--- src/rtl/pipeline_pkg.sv ---
// Shared helpers for the pipeline buffer family.
//   clog2        : ceiling log2, used to size pointers and counters
//   count_width  : bits needed to hold an occupancy of 0..depth
//   ptr_width    : bits needed to address depth slots (at least 1)
//   is_xfer      : a token moves when valid is high and bp is low
package pipeline_pkg;

  function automatic int clog2(input int value);
    int result;
    result = 0;
    for (int i = 0; i < 31; i++) begin
      if ((1 << i) < value) result = i + 1;
    end
    return result;
  endfunction

  function automatic int count_width(input int depth);
    return clog2(depth + 1);
  endfunction

  function automatic int ptr_width(input int depth);
    return (depth > 1) ? clog2(depth) : 1;
  endfunction

  function automatic logic is_xfer(input logic valid, input logic bp);
    return valid && !bp;
  endfunction

endpackage

--- src/rtl/pipeline_wrap_ctr.sv ---
// Modulo-Depth pointer used for the read and write sides of the buffer.
//   clk, resetn : clock and asynchronous active-low reset
//   clr         : synchronous return to slot 0 (flush)
//   inc         : advance by one slot
//   ptr         : current slot index, 0..Depth-1
module pipeline_wrap_ctr
  import pipeline_pkg::*;
#(
  parameter int Depth = 4,
  localparam int PW = ptr_width(Depth)
) (
  input  logic          clk,
  input  logic          resetn,
  input  logic          clr,
  input  logic          inc,
  output logic [PW-1:0] ptr
);

  logic [PW-1:0] ptr_d;
  logic [PW-1:0] ptr_q;

  // Depth need not be a power of two, so the wrap is an explicit compare
  // against the last slot rather than relying on binary overflow.
  always_comb begin
    ptr_d = ptr_q;
    if (clr) begin
      ptr_d = '0;
    end else if (inc) begin
      if (ptr_q == PW'(Depth - 1)) ptr_d = '0;
      else                         ptr_d = ptr_q + PW'(1);
    end
  end

  always_ff @(posedge clk or negedge resetn) begin
    if (!resetn) ptr_q <= '0;
    else         ptr_q <= ptr_d;
  end

  assign ptr = ptr_q;

endmodule

--- src/rtl/pipeline_reg_fifo.sv ---
// Elastic pipeline buffer with valid/backpressure handshakes on both sides.
//   clk, resetn      : clock and asynchronous active-low reset
//   flush            : synchronous clear of all stored tokens
//   d, d_valid, d_bp : upstream token, its valid, and backpressure to it
//   q, q_valid, q_bp : downstream token, its valid, and backpressure from it
//   count            : number of stored tokens
//   almost_full      : registered count >= AlmostFull
module pipeline_reg_fifo
  import pipeline_pkg::*;
#(
  parameter int Width      = 8,
  parameter int Depth      = 4,
  parameter int Bypass     = 0,
  parameter int AlmostFull = Depth - 1,
  localparam int CW = count_width(Depth),
  localparam int PW = ptr_width(Depth)
) (
  input  logic             clk,
  input  logic             resetn,
  input  logic             flush,
  input  logic [Width-1:0] d,
  input  logic             d_valid,
  output logic             d_bp,
  output logic [Width-1:0] q,
  output logic             q_valid,
  input  logic             q_bp,
  output logic [CW-1:0]    count,
  output logic             almost_full
);

  logic [Width-1:0] mem_q [Depth];
  logic [CW-1:0]    count_d, count_q;
  logic             almost_full_d, almost_full_q;
  logic [PW-1:0]    rd_ptr, wr_ptr;
  logic             empty, full, bypass_active;
  logic             incoming, outgoing, pass_through, push, pop;

  assign empty = (count_q == '0);
  assign full  = (count_q == CW'(Depth));

  // Backpressure looks only at stored state and flush, so q_bp never
  // reaches d_bp combinationally; a full buffer refuses even while popping.
  assign d_bp = full || flush;

  assign bypass_active = (Bypass != 0) && empty;

  // With bypass and nothing stored, the upstream token is shown directly.
  always_comb begin
    q       = mem_q[rd_ptr];
    q_valid = !empty && !flush;
    if (bypass_active) begin
      q       = d;
      q_valid = d_valid && !flush;
    end
  end

  assign incoming     = is_xfer(d_valid, d_bp);
  assign outgoing     = is_xfer(q_valid, q_bp);
  assign pass_through = bypass_active && incoming && outgoing;
  assign push         = incoming && !pass_through;
  assign pop          = outgoing && !pass_through;

  // Occupancy and its almost-full flag are computed from the same next
  // value so the flag rises on the very edge the threshold is reached.
  always_comb begin
    count_d = count_q;
    if (flush)             count_d = '0;
    else if (push && !pop) count_d = count_q + CW'(1);
    else if (pop && !push) count_d = count_q - CW'(1);
    almost_full_d = (count_d >= CW'(AlmostFull));
  end

  always_ff @(posedge clk or negedge resetn) begin
    if (!resetn) begin
      count_q       <= '0;
      almost_full_q <= 1'b0;
    end else begin
      count_q       <= count_d;
      almost_full_q <= almost_full_d;
    end
  end

  // Storage is deliberately left unreset; q is ignored while q_valid is low.
  always_ff @(posedge clk) begin
    if (push) mem_q[wr_ptr] <= d;
  end

  pipeline_wrap_ctr #(.Depth(Depth)) u_wr_ctr (
    .clk    (clk),
    .resetn (resetn),
    .clr    (flush),
    .inc    (push),
    .ptr    (wr_ptr)
  );

  pipeline_wrap_ctr #(.Depth(Depth)) u_rd_ctr (
    .clk    (clk),
    .resetn (resetn),
    .clr    (flush),
    .inc    (pop),
    .ptr    (rd_ptr)
  );

  assign count       = count_q;
  assign almost_full = almost_full_q;

  a_no_push_full: assert property (@(posedge clk) disable iff (!resetn) !(push && full));
  a_no_pop_empty: assert property (@(posedge clk) disable iff (!resetn) !(pop && empty));
  a_count_bound:  assert property (@(posedge clk) disable iff (!resetn) count_q <= CW'(Depth));

endmodule

--- config.mk ---
export PLATFORM = sky130hd
export DESIGN_NAME = pipeline_reg_fifo
export DESIGN_NICKNAME = d
export VERILOG_FILES = /design/src/rtl/pipeline_pkg.sv /design/src/rtl/pipeline_wrap_ctr.sv /design/src/rtl/pipeline_reg_fifo.sv
export SDC_FILE = /design/constraint.sdc
export NUM_CORES = 1
export LEC_CHECK = 0
export ABC_AREA = 1
export ABC_CLOCK_PERIOD_IN_PS = 5200
export BUFFER_PORTS_ARGS = -buffer_cell sky130_fd_sc_hd__buf_2
export CAP_MARGIN = 20
export CELL_PAD_IN_SITES_DETAIL_PLACEMENT = 0
export CELL_PAD_IN_SITES_GLOBAL_PLACEMENT = 1
export CORE_ASPECT_RATIO = 1.75
export CORE_MARGIN = 10
export CORE_UTILIZATION = 47
export DETAILED_ROUTE_END_ITERATION = 10
export HOLD_SLACK_MARGIN = 0.02
export PLACE_DENSITY_LB_ADDON = 0.1
export SLEW_MARGIN = 10
export SYNTH_ARGS = -nofsm -noshare
export SYNTH_HDL_FRONTEND = slang
export SYNTH_SLANG_ARGS = --single-unit
--- constraint.sdc ---
create_clock -name clk -period 5.2 [get_ports clk]
set_clock_uncertainty 0.1 [all_clocks]
set_input_delay 0.52 -clock clk [delete_from_list [all_inputs] [get_ports clk]]
set_output_delay 0.52 -clock clk [all_outputs]
set_load 0.005 [all_outputs]
# Word-level counts from Yosys, hierarchy flattened
# Memories as Yosys holds them, arrays and structs flattened.
# Index checks and enable logic that the tools add are counted.
[totals]
register_bits = 8
mem_bits_rw = 32
input_bits = 13
elab_cells = 39
mem_count = 1
[memory_table]
columns = ["memory", "depth", "width", "rd", "rd_ports_with_merged_regs", "wr", "line", "source"]
rows = [
  ["mem_q", 4, 8, 1, 0, 1, "pipeline_reg_fifo.sv:31", "logic [Width-1:0] mem_q [Depth];"],
]
[classes]
add_sub_neg = 4
magnitude_cmp = 1
n_eq_ne = 3
muxes = 11
reduce_logical = 15
[ops]
columns = ["cell", "count"]
rows = [
  ["$mux 2", 6],
  ["$mux 3", 3],
  ["$logic_not 1->1", 6],
  ["$logic_and 1x1->1", 5],
  ["$add 2x1->2 const B", 2],
  ["$eq 2x2->1 const B", 2],
  ["$reduce_bool 2->1", 2],
  ["$add 3x1->3 const B", 1],
  ["$eq 3x3->1 const B", 1],
  ["$ge 3x2->1 const B", 1],
  ["$logic_not 3->1", 1],
  ["$sub 3x1->3 const B", 1],
  ["$mux 1", 2],
  ["$logic_or 1x1->1", 1],
]

# Logic depth before layout (Yosys ltp)
# Gate-level depths: netlist of the first run.
[depth]
word_depth = 10
depth_mapped = 11
mapped_depth_nobuf = 11

# Cells and area by module
# From an unflattened synthesis of the first run, not the netlist that was laid out.
[unflattened]
hier_cells = 151
area_unflattened_um2 = 1732.9
[modules_own_cells]
columns = ["mod", "n_inst", "cells_per_inst", "area_per_inst_um2"]
rows = [
  ["pipeline_reg_fifo", 1, 127, 1532.7],
  ["pipeline_wrap_ctr", 2, 12, 100.1],
]

# Worst setup path before layout of the first run
# OpenSTA, ideal clock, no wires.
[synth_path]
path_kind = "reg2reg"
start = "reg count_q[0], in the netlist count[0]"
end = "mem mem_q[0][0], enable pin"
setup_ps = 371
arrival_ps = 1309
slack_ps = 3421
path_stages_with_launch = 6
path_buffers = 0
path_cell_list = "dfrtp_1 inv_1 ha_1 nand2_1 nand3_4 nor2_1"
[synth_via]
elab_chain_cells = 6
[synth_rtl]
columns = ["element", "line", "source"]
rows = [
  ["start, declared", "pipeline_reg_fifo.sv:32", "logic [CW-1:0] count_d, count_q;"],
  ["start signal, assigned", "pipeline_reg_fifo.sv:78", "count_q <= count_d;"],
  ["$eq 3x3->1", "pipeline_reg_fifo.sv:39", "assign full = (count_q == CW'(Depth));"],
  ["$logic_or 1x1->1", "pipeline_reg_fifo.sv:43", "assign d_bp = full || flush;"],
  ["$logic_not 1->1", "pipeline_pkg.sv:26", "return valid && !bp;"],
  ["$logic_and 1x1->1", "pipeline_pkg.sv:26", ""],
  ["$mux 1", "pipeline_reg_fifo.sv:85", "if (push) mem_q[wr_ptr] <= d;"],
  ["$mux 1 (implied by the code)", "pipeline_reg_fifo.sv:85", ""],
  ["end, declared", "pipeline_reg_fifo.sv:31", ""],
]
# No other way between the ends.

# Worst setup path in the final report of the first run
[layout_path]
start = "reg u_rd_ctr.ptr_q[0], in the netlist u_rd_ctr.ptr[0]"
end = "out q[7]"
[layout_via]
elab_chain_cells = 1
[layout_rtl]
columns = ["element", "line", "source"]
rows = [
  ["start, declared", "pipeline_wrap_ctr.sv:20", "logic [PW-1:0] ptr_q;"],
  ["start signal, assigned", "pipeline_wrap_ctr.sv:36", "else ptr_q <= ptr_d;"],
  ["$mem_v2 4x8", "n/a", ""],
  ["end, declared", "pipeline_reg_fifo.sv:24", "output logic [Width-1:0] q,"],
]
# No other way between the ends.

==> results of run 1 <==
==> layer usage <==
metal  vias up  GRT usage [%]  wire, um
li1        578              -         -
met1       533          11.08      1326
met2        30          21.02      2084
met3         8          3.229       164
met4         0          7.455       108
met5         -              0         0
==> logic make-up (layout without fill, tap and decap cells) <==
logic type / count (synthesis) / count (layout) / synth area share, %
AO/OA/AOI/OAI: 32 / 32 / 10.02
buffers and inverters: 20 / 52 / 4.795
flip-flops: 40 / 40 / 66.43
adder cells (fa/ha/maj): 8 / 8 / 5.727
AND/OR/NAND/NOR: 49 / 49 / 13.03
==> placed cells by master (no fill, tap or decap), types with 2 or more instances in the layout <==
cell type  instances
o21ai_1            6
clkbuf_8           5
nand2_1           14
o22ai_1            8
dfrtp_1            8
clkbuf_1           3
edfxtp_1          32
buf_2             26
nand3_1            8
inv_4              2
o21ai_0           14
a21oi_1            2
nand3_2            2
inv_2              3
inv_1             12
ha_1               8
nor2_1            21
nor2_2             2
==> area by class of cell <==
type | count | area (um^2)
Tap cell | 46 | 57.56
Multi-Input combinational cell | 89 | 503.0
Fill cell | 321 | 1582
Clock buffer | 8 | 80.08
Inverter | 17 | 68.82
Timing Repair Buffer | 27 | 140.1
Sequential cell | 40 | 1161
==> state kept, by name, summed over array words and instances, names as in the netlist <==
signal        flops
u_rd_ctr.ptr      2
u_wr_ctr.ptr      2
count             3
mem_q            32
almost_full       1
==> how the worst max path moves through the flow <==
stage               startpoint           to  slack [ns]  cells after the start
2_1_floorplan         count[0]  mem_q[0][0]        3.42                      5
3_3_place_gp   u_rd_ctr.ptr[0]         q[7]        3.08                      4
3_5_place_dp   u_rd_ctr.ptr[0]         q[7]        3.03                      4
4_1_cts        u_rd_ctr.ptr[0]         q[7]        2.71                      4
5_1_grt        u_rd_ctr.ptr[0]         q[7]        2.59                      4
6_report       u_rd_ctr.ptr[0]         q[7]        2.74                      4
==> worst max-delay path, stage by stage (launching register included) <==
cell and delay, ns:
dfrtp_1 0.76, inv_2 0.28, o21ai_0 0.29, o22ai_1 0.10
buf_2 0.14
==> cell usage after synthesis (3+ instances only) <==
library cell	instances	area share, %
buf_2	3	0.86
dfrtp_1	8	11
edfxtp_1	32	55
ha_1	8	5.7
inv_1	12	2.6
inv_2	3	0.64
nand2_1	14	3.0
nand3_1	8	2.3
nor2_1	21	4.5
o21ai_0	14	4.0
o21ai_1	6	1.7
o22ai_1	8	2.9
==> power groups by stage <==
stage	logic (mW)	clock network, mW	registers, mW
after floorplan	0.149	0	0.402
after global placement	0.206	0	0.423
after detailed placement	0.210	0	0.426
after CTS	0.211	0.195	0.419
after global routing	0.236	0.207	0.424
final	0.206	0.191	0.419
==> metrics by stage <==
| stage | setup slack (ns) | total power, mW |
|---|---|---|
| detailed placement | 3.031 | 0.6354 |
| global placement | 3.083 | 0.6296 |
| finish | 2.737 | 0.8163 |
| global route | 2.587 | 0.8666 |
| CTS | 2.712 | 0.8253 |
| floorplan | 3.421 | 0.5501 |
==> flow_metrics.env, run 1 <==
export IMPL_synth_seq_area_share_pct=66.43
export IMPL_combPwrFrac_pct=25.3
export IMPL_hold_slack_ns=0.3472
export IMPL_diodes=0
export IMPL_max_freq_mhz=406.0
export IMPL_htree_levels=2
export IMPL_drv_cap=0
export IMPL_fin_cells=227
export IMPL_io_buffers=26
export IMPL_routed_via_density=5.062
export IMPL_cts_sinks=40
export IMPL_grt_pass1_vias=1218
export IMPL_area_delta_synth_final_pct=15.03
export IMPL_synth_edf_count=32
export IMPL_ff2ff_path_depth=5
export IMPL_drive_above_1_share_pct=23.20
export IMPL_period_share_pct=47.36
export IMPL_p_int_uw=558.6
export IMPL_power_switching_uw=257.7
export IMPL_critPathMaxFanout=20
export IMPL_cp_start_kind="register"
export IMPL_clockBufferDepth=2
export IMPL_avgRoutedWirePerCell_um=16.23
export IMPL_grt_overflow=0
export IMPL_critical_path_class="reg -> out"
export IMPL_power_leakage_nw=0.8338
export IMPL_hp_class="in -> reg"
export IMPL_syn_instance_count=149
export IMPL_place_area_mm2=0.001921
export IMPL_critPathCaptureType="primary output"
export IMPL_drt_antenna_violating_nets=0
export IMPL_critical_path_arrival_ns=1.84
export IMPL_detailed_place_hpwl_um=2722
export IMPL_netlist_area_mm2=0.001748
export IMPL_die_h_um=100.7
export IMPL_row_count=29
export IMPL_tightestPinTransition_ns=0.8635
export IMPL_synth_nets=170
export IMPL_dieArea_mm2=0.006655
export IMPL_power_frac_seq_pct=51.3
export IMPL_dpl_cell_count=218
export IMPL_start_util_pct=48.66
export IMPL_grt_max_degree=21
export IMPL_finalMaxSlewViolations=0
export IMPL_cts_resized=0
export IMPL_antenna_found_initial=0
export IMPL_hold_start="d[3]"
export IMPL_synth_ff_type="edfxtp_1"
export IMPL_drc=0
export IMPL_netSwitchingFraction_pct=31.57
export IMPL_setup_viol=0
export IMPL_stdcell_area_mm2=0.002011
export IMPL_cts_buffers=5
export IMPL_clkLatencyLatePin_ns=0.28
export IMPL_die_x_um=66.10
export IMPL_avgSynthCellArea_um2=11.73
export IMPL_ys_types=20
export IMPL_timing_rr_end="mem_q[0][2]"
export IMPL_holdPathStages=1
export IMPL_fin_util_pct=55.97
export IMPL_p_per_area_mw_per_mm2=406.0
export IMPL_max_vdd_ir_drop_mv=0.2278
export IMPL_grt_pass1_wl_um=5830
export IMPL_setup_tns_ns=0
export IMPL_rsz0062_at_grt="no"
export IMPL_vias=1149
export IMPL_nets=201
export IMPL_hold_path_endpoint="mem_q[0][3]"
export IMPL_required_ns=4.58
export IMPL_r2r_setup_slack_ns=3.05
export IMPL_finalWeightedCongestion=0.8016
export IMPL_wirelength_um=3684
export IMPL_ys_ff_latch=40
export IMPL_cts_clk_slew_worst_paths_ns=0.07
export IMPL_ios=27
export IMPL_dr_pass1_iters=4
export IMPL_pwr_share_clk_pct=23.4
export IMPL_status="completed"
export IMPL_drt_initial_drc_count=26
export IMPL_cts_tree="done"
export IMPL_clockRootBuffer="clkbuf_8"
export IMPL_slew_headroom_pct=42.22
export IMPL_period_needed_ns=2.463
export IMPL_synth_warnings=0
export IMPL_cts_setup_buffers=0
export IMPL_cts_hold_buffers=1
export IMPL_reg2reg_from="count[0]"
export IMPL_track_usage_pct=11.71
export IMPL_finalHoldViolCount=0
export IMPL_synthArstFlopShare_pct=20.00
export IMPL_core_mm2=0.003592
(Power assumes the default switching activity.)
==> run 2, diff against run 1 <==
--- a/config.mk
+++ b/config.mk
@@ -6,14 +6,14 @@
 export NUM_CORES = 1
 export LEC_CHECK = 0
 export ABC_AREA = 1
-export ABC_CLOCK_PERIOD_IN_PS = 5200
+export ABC_CLOCK_PERIOD_IN_PS = 2100
 export BUFFER_PORTS_ARGS = -buffer_cell sky130_fd_sc_hd__buf_2
 export CAP_MARGIN = 20
 export CELL_PAD_IN_SITES_DETAIL_PLACEMENT = 0
 export CELL_PAD_IN_SITES_GLOBAL_PLACEMENT = 1
 export CORE_ASPECT_RATIO = 1.75
 export CORE_MARGIN = 10
-export CORE_UTILIZATION = 47
+export CORE_UTILIZATION = 40
 export DETAILED_ROUTE_END_ITERATION = 10
 export HOLD_SLACK_MARGIN = 0.02
 export PLACE_DENSITY_LB_ADDON = 0.1
==> constraint.sdc (replaced) <==
create_clock -name clk -period 2.1 [get_ports clk]
set_clock_uncertainty 0.1 [all_clocks]
set_input_delay 0.21 -clock clk [delete_from_list [all_inputs] [get_ports clk]]
set_output_delay 0.21 -clock clk [all_outputs]
set_load 0.005 [all_outputs]
==> run 2 against run 1 <==
Compared with the run above:
- final area increased by 3.4%
- worst hold slack got worse by 0.30 ns
- via count increased by 2.0%
- register-to-register slack lost 2.6 ns
- setup slack got worse by 2.5 ns
- clock power grew to 3.1 times the previous value
- final cell count up 3.5%
- count of clock-buffer cells in the layout down 2
==> flow_metrics.env, run 2 (synthesis gave the netlist of run 1 again) <==
export IMPL_status="completed"
export IMPL_cts_buffers=5
export IMPL_clkLatencyLatePin_ns=0.28
export IMPL_worst_slack_ns=0.2169
export IMPL_track_usage_pct=10.03
export IMPL_cp_start_kind="register"
export IMPL_tightestPinTransition_ns=0.3867
export IMPL_regMostFlops="mem_q"
export IMPL_clockBufferDepth=2
export IMPL_cts_tree="done"
export IMPL_grt_pass1_wl_um=5892
export IMPL_setup_viol=0
export IMPL_crit_chain="inv_1 -> o21ai_0 -> o22ai_1 -> buf_2"
export IMPL_largest_reg_flops=32
export IMPL_ios=27
export IMPL_power_leakage_nw=0.8760
export IMPL_drv_cap=0
export IMPL_critical_path_class="reg -> out"
export IMPL_core_mm2=0.004189
export IMPL_setup_tns_ns=0
export IMPL_power_mw=2.153
export IMPL_p_per_area_mw_per_mm2=1035
export IMPL_post_place_ws_ns=0.3907
export IMPL_drive_above_1_share_pct=26.34
export IMPL_final_common_cell="edfxtp_1"
export IMPL_fin_cells=235
export IMPL_slowest_stage="dfrtp_1"
export IMPL_grt_max_degree=17
export IMPL_drc=0
export IMPL_vias=1172
export IMPL_required_ns=1.79
export IMPL_io_buffers=26
export IMPL_cts_clk_slew_worst_paths_ns=0.07
export IMPL_clockRootBuffer="clkbuf_8"
export IMPL_finalHoldViolCount=0
export IMPL_drt_antenna_violating_nets=0
export IMPL_max_freq_mhz=531.0
export IMPL_grt_overflow=0
export IMPL_final_cell_mix="edfxtp_1 (32), buf_2 (26), nor2_1 (21)"
export IMPL_row_count=31
export IMPL_period_needed_ns=1.883
export IMPL_die_x_um=69.97
export IMPL_critPathMaxFanout=10
export IMPL_critical_path_arrival_ns=1.57
export IMPL_wirelength_um=3614
export IMPL_hp_class="in -> reg"
export IMPL_slew_headroom_pct=74.22
export IMPL_htree_levels=2
export IMPL_cts_resized=0
export IMPL_diodes=0
export IMPL_routed_via_density=4.987
export IMPL_rsz0062_at_grt="no"
export IMPL_grt_pass1_vias=1190
export IMPL_max_vdd_ir_drop_mv=0.5780
export IMPL_start_util_pct=41.73
export IMPL_drt_initial_drc_count=37
export IMPL_finalMaxSlewViolations=0
export IMPL_period_share_pct=89.67
export IMPL_dpl_cell_count=226
export IMPL_dr_pass1_iters=4
export IMPL_nets=206
export IMPL_avgRoutedWirePerCell_um=15.38
export IMPL_fill_cells=393
export IMPL_finalWeightedCongestion=0.7299
export IMPL_area_delta_synth_final_pct=18.97
export IMPL_cts_sinks=40
export IMPL_dieArea_mm2=0.007518
export IMPL_fin_util_pct=49.64
export IMPL_detailed_place_hpwl_um=2771
export IMPL_critPathCaptureType="primary output"
export IMPL_max_stage_delay_ns=0.53
export IMPL_die_h_um=107.5
export IMPL_antenna_found_initial=0
run 2: through the flow:
stage / instance area [um^2] / hold WS [ns]
after global placement: 1962 / -0.02417
after detailed placement: 1962 / -0.02514
after floorplan: 1748 / -0.1856
final: 2079 / 0.04229
after global routing: 2079 / 0.02664
after CTS: 2079 / 0.03338
run 2: cell type report:
type | instances | area [um^2] | area share (%)
clock buffer | 6 | 72.57 | 3.490
clock inverter | 2 | 35.03 | 1.685
inverter | 17 | 68.82 | 3.309
multi-input combinational | 89 | 503.0 | 24.19
sequential | 40 | 1161 | 55.84
tap | 49 | 61.31 | 2.948
timing repair buffer | 32 | 177.7 | 8.544
run 2: repair_timing:
action                                 CTS  global route
endpoints found under the hold margin    8             0
hold buffers                             1             0
buffers inserted                         0             0
run 2: power by group:
| group | switching, mW | internal, mW | leakage [nW] |
|---|---|---|---|
| clock network | 0.241 | 0.352 | 0.0552 |
| registers | 0.0686 | 0.945 | 0.396 |
| logic | 0.324 | 0.222 | 0.425 |
run 2: final timing paths:
path	start	to	slack, ns	cells past startpoint
worst min-delay path	d[6]	mem_q[2][6]	0.04	1
worst min register to register	count[1]	count[1]	0.51	2
min in group asynchronous	resetn	count[1]	0.20	2
worst max-delay path	u_rd_ctr.ptr[1]	q[1]	0.22	4
worst max register to register	count[0]	mem_q[1][0]	0.41	6
max in group asynchronous	resetn	u_wr_ctr.ptr[0]	1.52	2
run 2: critical path: cells and delay by family (launching register included):
family	cells	cell delay [ns]
AO/OA/AOI/OAI	2	0.29
buffers and inverters	2	0.48
flip-flops	1	0.53
run 2: metal layers:
layer | GRT usage, % | part of all wire, % | up-vias
li1 | - | - | 591
met1 | 9.437 | 36 | 551
met2 | 19.25 | 59 | 25
met3 | 2.770 | 4.1 | 5
met4 | 4.674 | 1.2 | 0
met5 | 0 | 0 | -
==> run 3, diff against run 2 <==
--- a/config.mk
+++ b/config.mk
@@ -12,7 +12,6 @@
 export CELL_PAD_IN_SITES_DETAIL_PLACEMENT = 0
 export CELL_PAD_IN_SITES_GLOBAL_PLACEMENT = 1
 export CORE_ASPECT_RATIO = 1.75
-export CORE_MARGIN = 10
 export CORE_UTILIZATION = 40
 export DETAILED_ROUTE_END_ITERATION = 10
 export HOLD_SLACK_MARGIN = 0.02
==> run 3 against run 2 <==
Compared with the run above:
- wire length down 7.8%
- non-clock buffer count up 1
- die area down 38%
- combinational power up 3%
- core utilization up 0.61 points
- register-to-register slack about the same
- critical endpoint is now q[7]
- largest cell class unchanged
- power about the same
- count of clock-buffer cells in the layout down 1
==> flow_metrics.env, run 3 (synthesis gave the netlist of run 1 again) <==
export IMPL_status="completed"
export IMPL_power_leakage_nw=0.8795
export IMPL_track_usage_pct=16.04
export IMPL_wl_met2_um=1959
export IMPL_power_switching_uw=633.3
export IMPL_cp_start_kind="register"
export IMPL_clockRootBuffer="clkbuf_8"
export IMPL_dieArea_mm2=0.004649
export IMPL_finalHoldViolCount=0
export IMPL_max_freq_mhz=557.6
export IMPL_setup_tns_ns=0
export IMPL_hp_class="in -> reg"
export IMPL_post_place_ws_ns=0.3892
export IMPL_area_delta_synth_final_pct=19.33
export IMPL_drc=0
export IMPL_netSwitchingFraction_pct=29.43
export IMPL_p_int_mw=1.519
export IMPL_clockBufferDepth=2
export IMPL_clkLatencyLatePin_ns=0.28
export IMPL_tightestPinTransition_ns=0.3532
export IMPL_wl_met3_um=94
export IMPL_cts_buffers=5
export IMPL_max_vdd_ir_drop_mv=0.5455
export IMPL_cts_setup_buffers=0
export IMPL_dr_pass1_iters=4
export IMPL_core_mm2=0.004150
export IMPL_pwr_share_clk_pct=27.3
export IMPL_final_common_cell="edfxtp_1"
export IMPL_avgRoutedWirePerCell_um=14.12
export IMPL_diodes=0
export IMPL_critPathMaxFanout=11
export IMPL_cts_clk_slew_worst_paths_ns=0.07
export IMPL_row_count=31
export IMPL_vias=1191
export IMPL_final_cell_mix="edfxtp_1 (32), buf_2 (26), nor2_1 (21)"
export IMPL_seqCellArea_mm2=0.001161
export IMPL_finalWeightedCongestion=0.8016
export IMPL_finalMaxSlewViolations=0
export IMPL_p_per_area_mw_per_mm2=1032
export IMPL_grt_max_degree=17
export IMPL_drt_initial_drc_count=15
export IMPL_ios=27
export IMPL_start_util_pct=42.12
export IMPL_io_buffers=26
export IMPL_slowest_stage="dfrtp_1"
export IMPL_grt_pass1_vias=1172
export IMPL_critPathBufInv=2
export IMPL_rsz0062_at_grt="no"
export IMPL_setup_viol=0
export IMPL_fill_cells=386
export IMPL_fin_cells=236
export IMPL_hold_slack_ns=0.03467
export IMPL_die_h_um=89.45
export IMPL_slew_headroom_pct=76.46
export IMPL_drt_antenna_violating_nets=0
export IMPL_wirelength_um=3333
export IMPL_cts_sinks=40
export IMPL_power_frac_seq_pct=46.6
export IMPL_grt_pass1_wl_um=5181
export IMPL_critical_path_arrival_ns=1.48
export IMPL_drv_cap=0
export IMPL_period_share_pct=85.40
export IMPL_regMostFlops="mem_q"
export IMPL_multi_input_area_um2=503.0
export IMPL_nets=207
export IMPL_critical_path_class="reg -> out"
export IMPL_largest_reg_flops=32
export IMPL_detailed_place_hpwl_um=2488
export IMPL_max_stage_delay_ns=0.55
export IMPL_cts_tree="done"
export IMPL_routed_via_density=5.047
export IMPL_combPwrFrac_pct=26.1
export IMPL_cpLargestDelayFamily="flip-flops"
export IMPL_worst_slack_ns=0.3066
export IMPL_dpl_cell_count=227
export IMPL_die_x_um=51.97
export IMPL_crit_chain="buf_4 -> o21ai_0 -> o22ai_1 -> buf_2"
export IMPL_grt_overflow=0
export IMPL_critPathCaptureType="primary output"
export IMPL_period_needed_ns=1.793
export IMPL_htree_levels=2
export IMPL_required_ns=1.79
export IMPL_top_layer="met4"
export IMPL_drive_above_1_share_pct=26.20
export IMPL_drt_met1_wl_um=1167
export IMPL_antenna_found_initial=0
## run 3: cell count changes in the layout (fill, tap and decap cells not counted)
cell and delta:
buf_4 +1, clkbuf_1 -1, clkinv_2 -1, clkinv_1 +2
## run 3: worst reg2reg max path, stage by stage, from the launching register on
cell     delay [ns]
dfrtp_1        0.37
inv_1          0.09
ha_1           0.24
nand2_1        0.12
nand3_4        0.15
nor2_1         0.14
buf_4          0.20
## run 3: stage by stage
step	cell area, um^2	power, mW	utilization (%)
2_1_floorplan	1748	1.362	-
3_3_place_gp	1969	1.582	47.45
3_5_place_dp	1969	1.599	47.45
4_1_cts	2086	2.186	50.26
5_1_grt	2086	2.282	50.26
6_report	2086	2.152	50.26
## run 3: timing repair
action,CTS,global route
hold endpoints to repair,8,0
hold buffers,1,0
resized for setup,0,0
endpoints found under the setup margin,0,0
## run 3: worst paths after layout
kind / startpoint / endpoint / slack, ns / depth (start not counted)
min reg2reg: u_wr_ctr.ptr[1] / u_wr_ctr.ptr[1] / 0.52 / 2
min in group asynchronous: resetn / almost_full / 0.21 / 2
min: d[3] / mem_q[0][3] / 0.03 / 1
max in group asynchronous: resetn / u_wr_ctr.ptr[1] / 1.51 / 2
max reg2reg: count[0] / mem_q[2][0] / 0.40 / 6
max: u_rd_ctr.ptr[0] / q[7] / 0.31 / 4
## run 3: cell type report
type                    count  area share (%)
repair buffers             33           8.878
clock buffers               5           3.299
inverters                  17           3.299
multi-input cells          89           24.12
clock inverters             3           1.800
well taps                  49           2.939
flip-flops and latches     40           55.67
## run 3: routing by layer
metal	GRT usage [%]	vias up
met5	0	-
met3	3.571	9
met1	14.25	562
met2	31.24	29
li1	-	591
met4	9.337	0
## run 3: power by group through the flow
| stage | clock network, mW | registers [mW] | logic [mW] |
|---|---|---|---|
| finish | 0.587 | 1.00 | 0.561 |
| global route | 0.628 | 1.01 | 0.640 |
| CTS | 0.602 | 1.01 | 0.578 |
| detailed placement | 0 | 1.02 | 0.575 |
| global placement | 0 | 1.02 | 0.563 |
| floorplan | 0 | 0.994 | 0.368 |
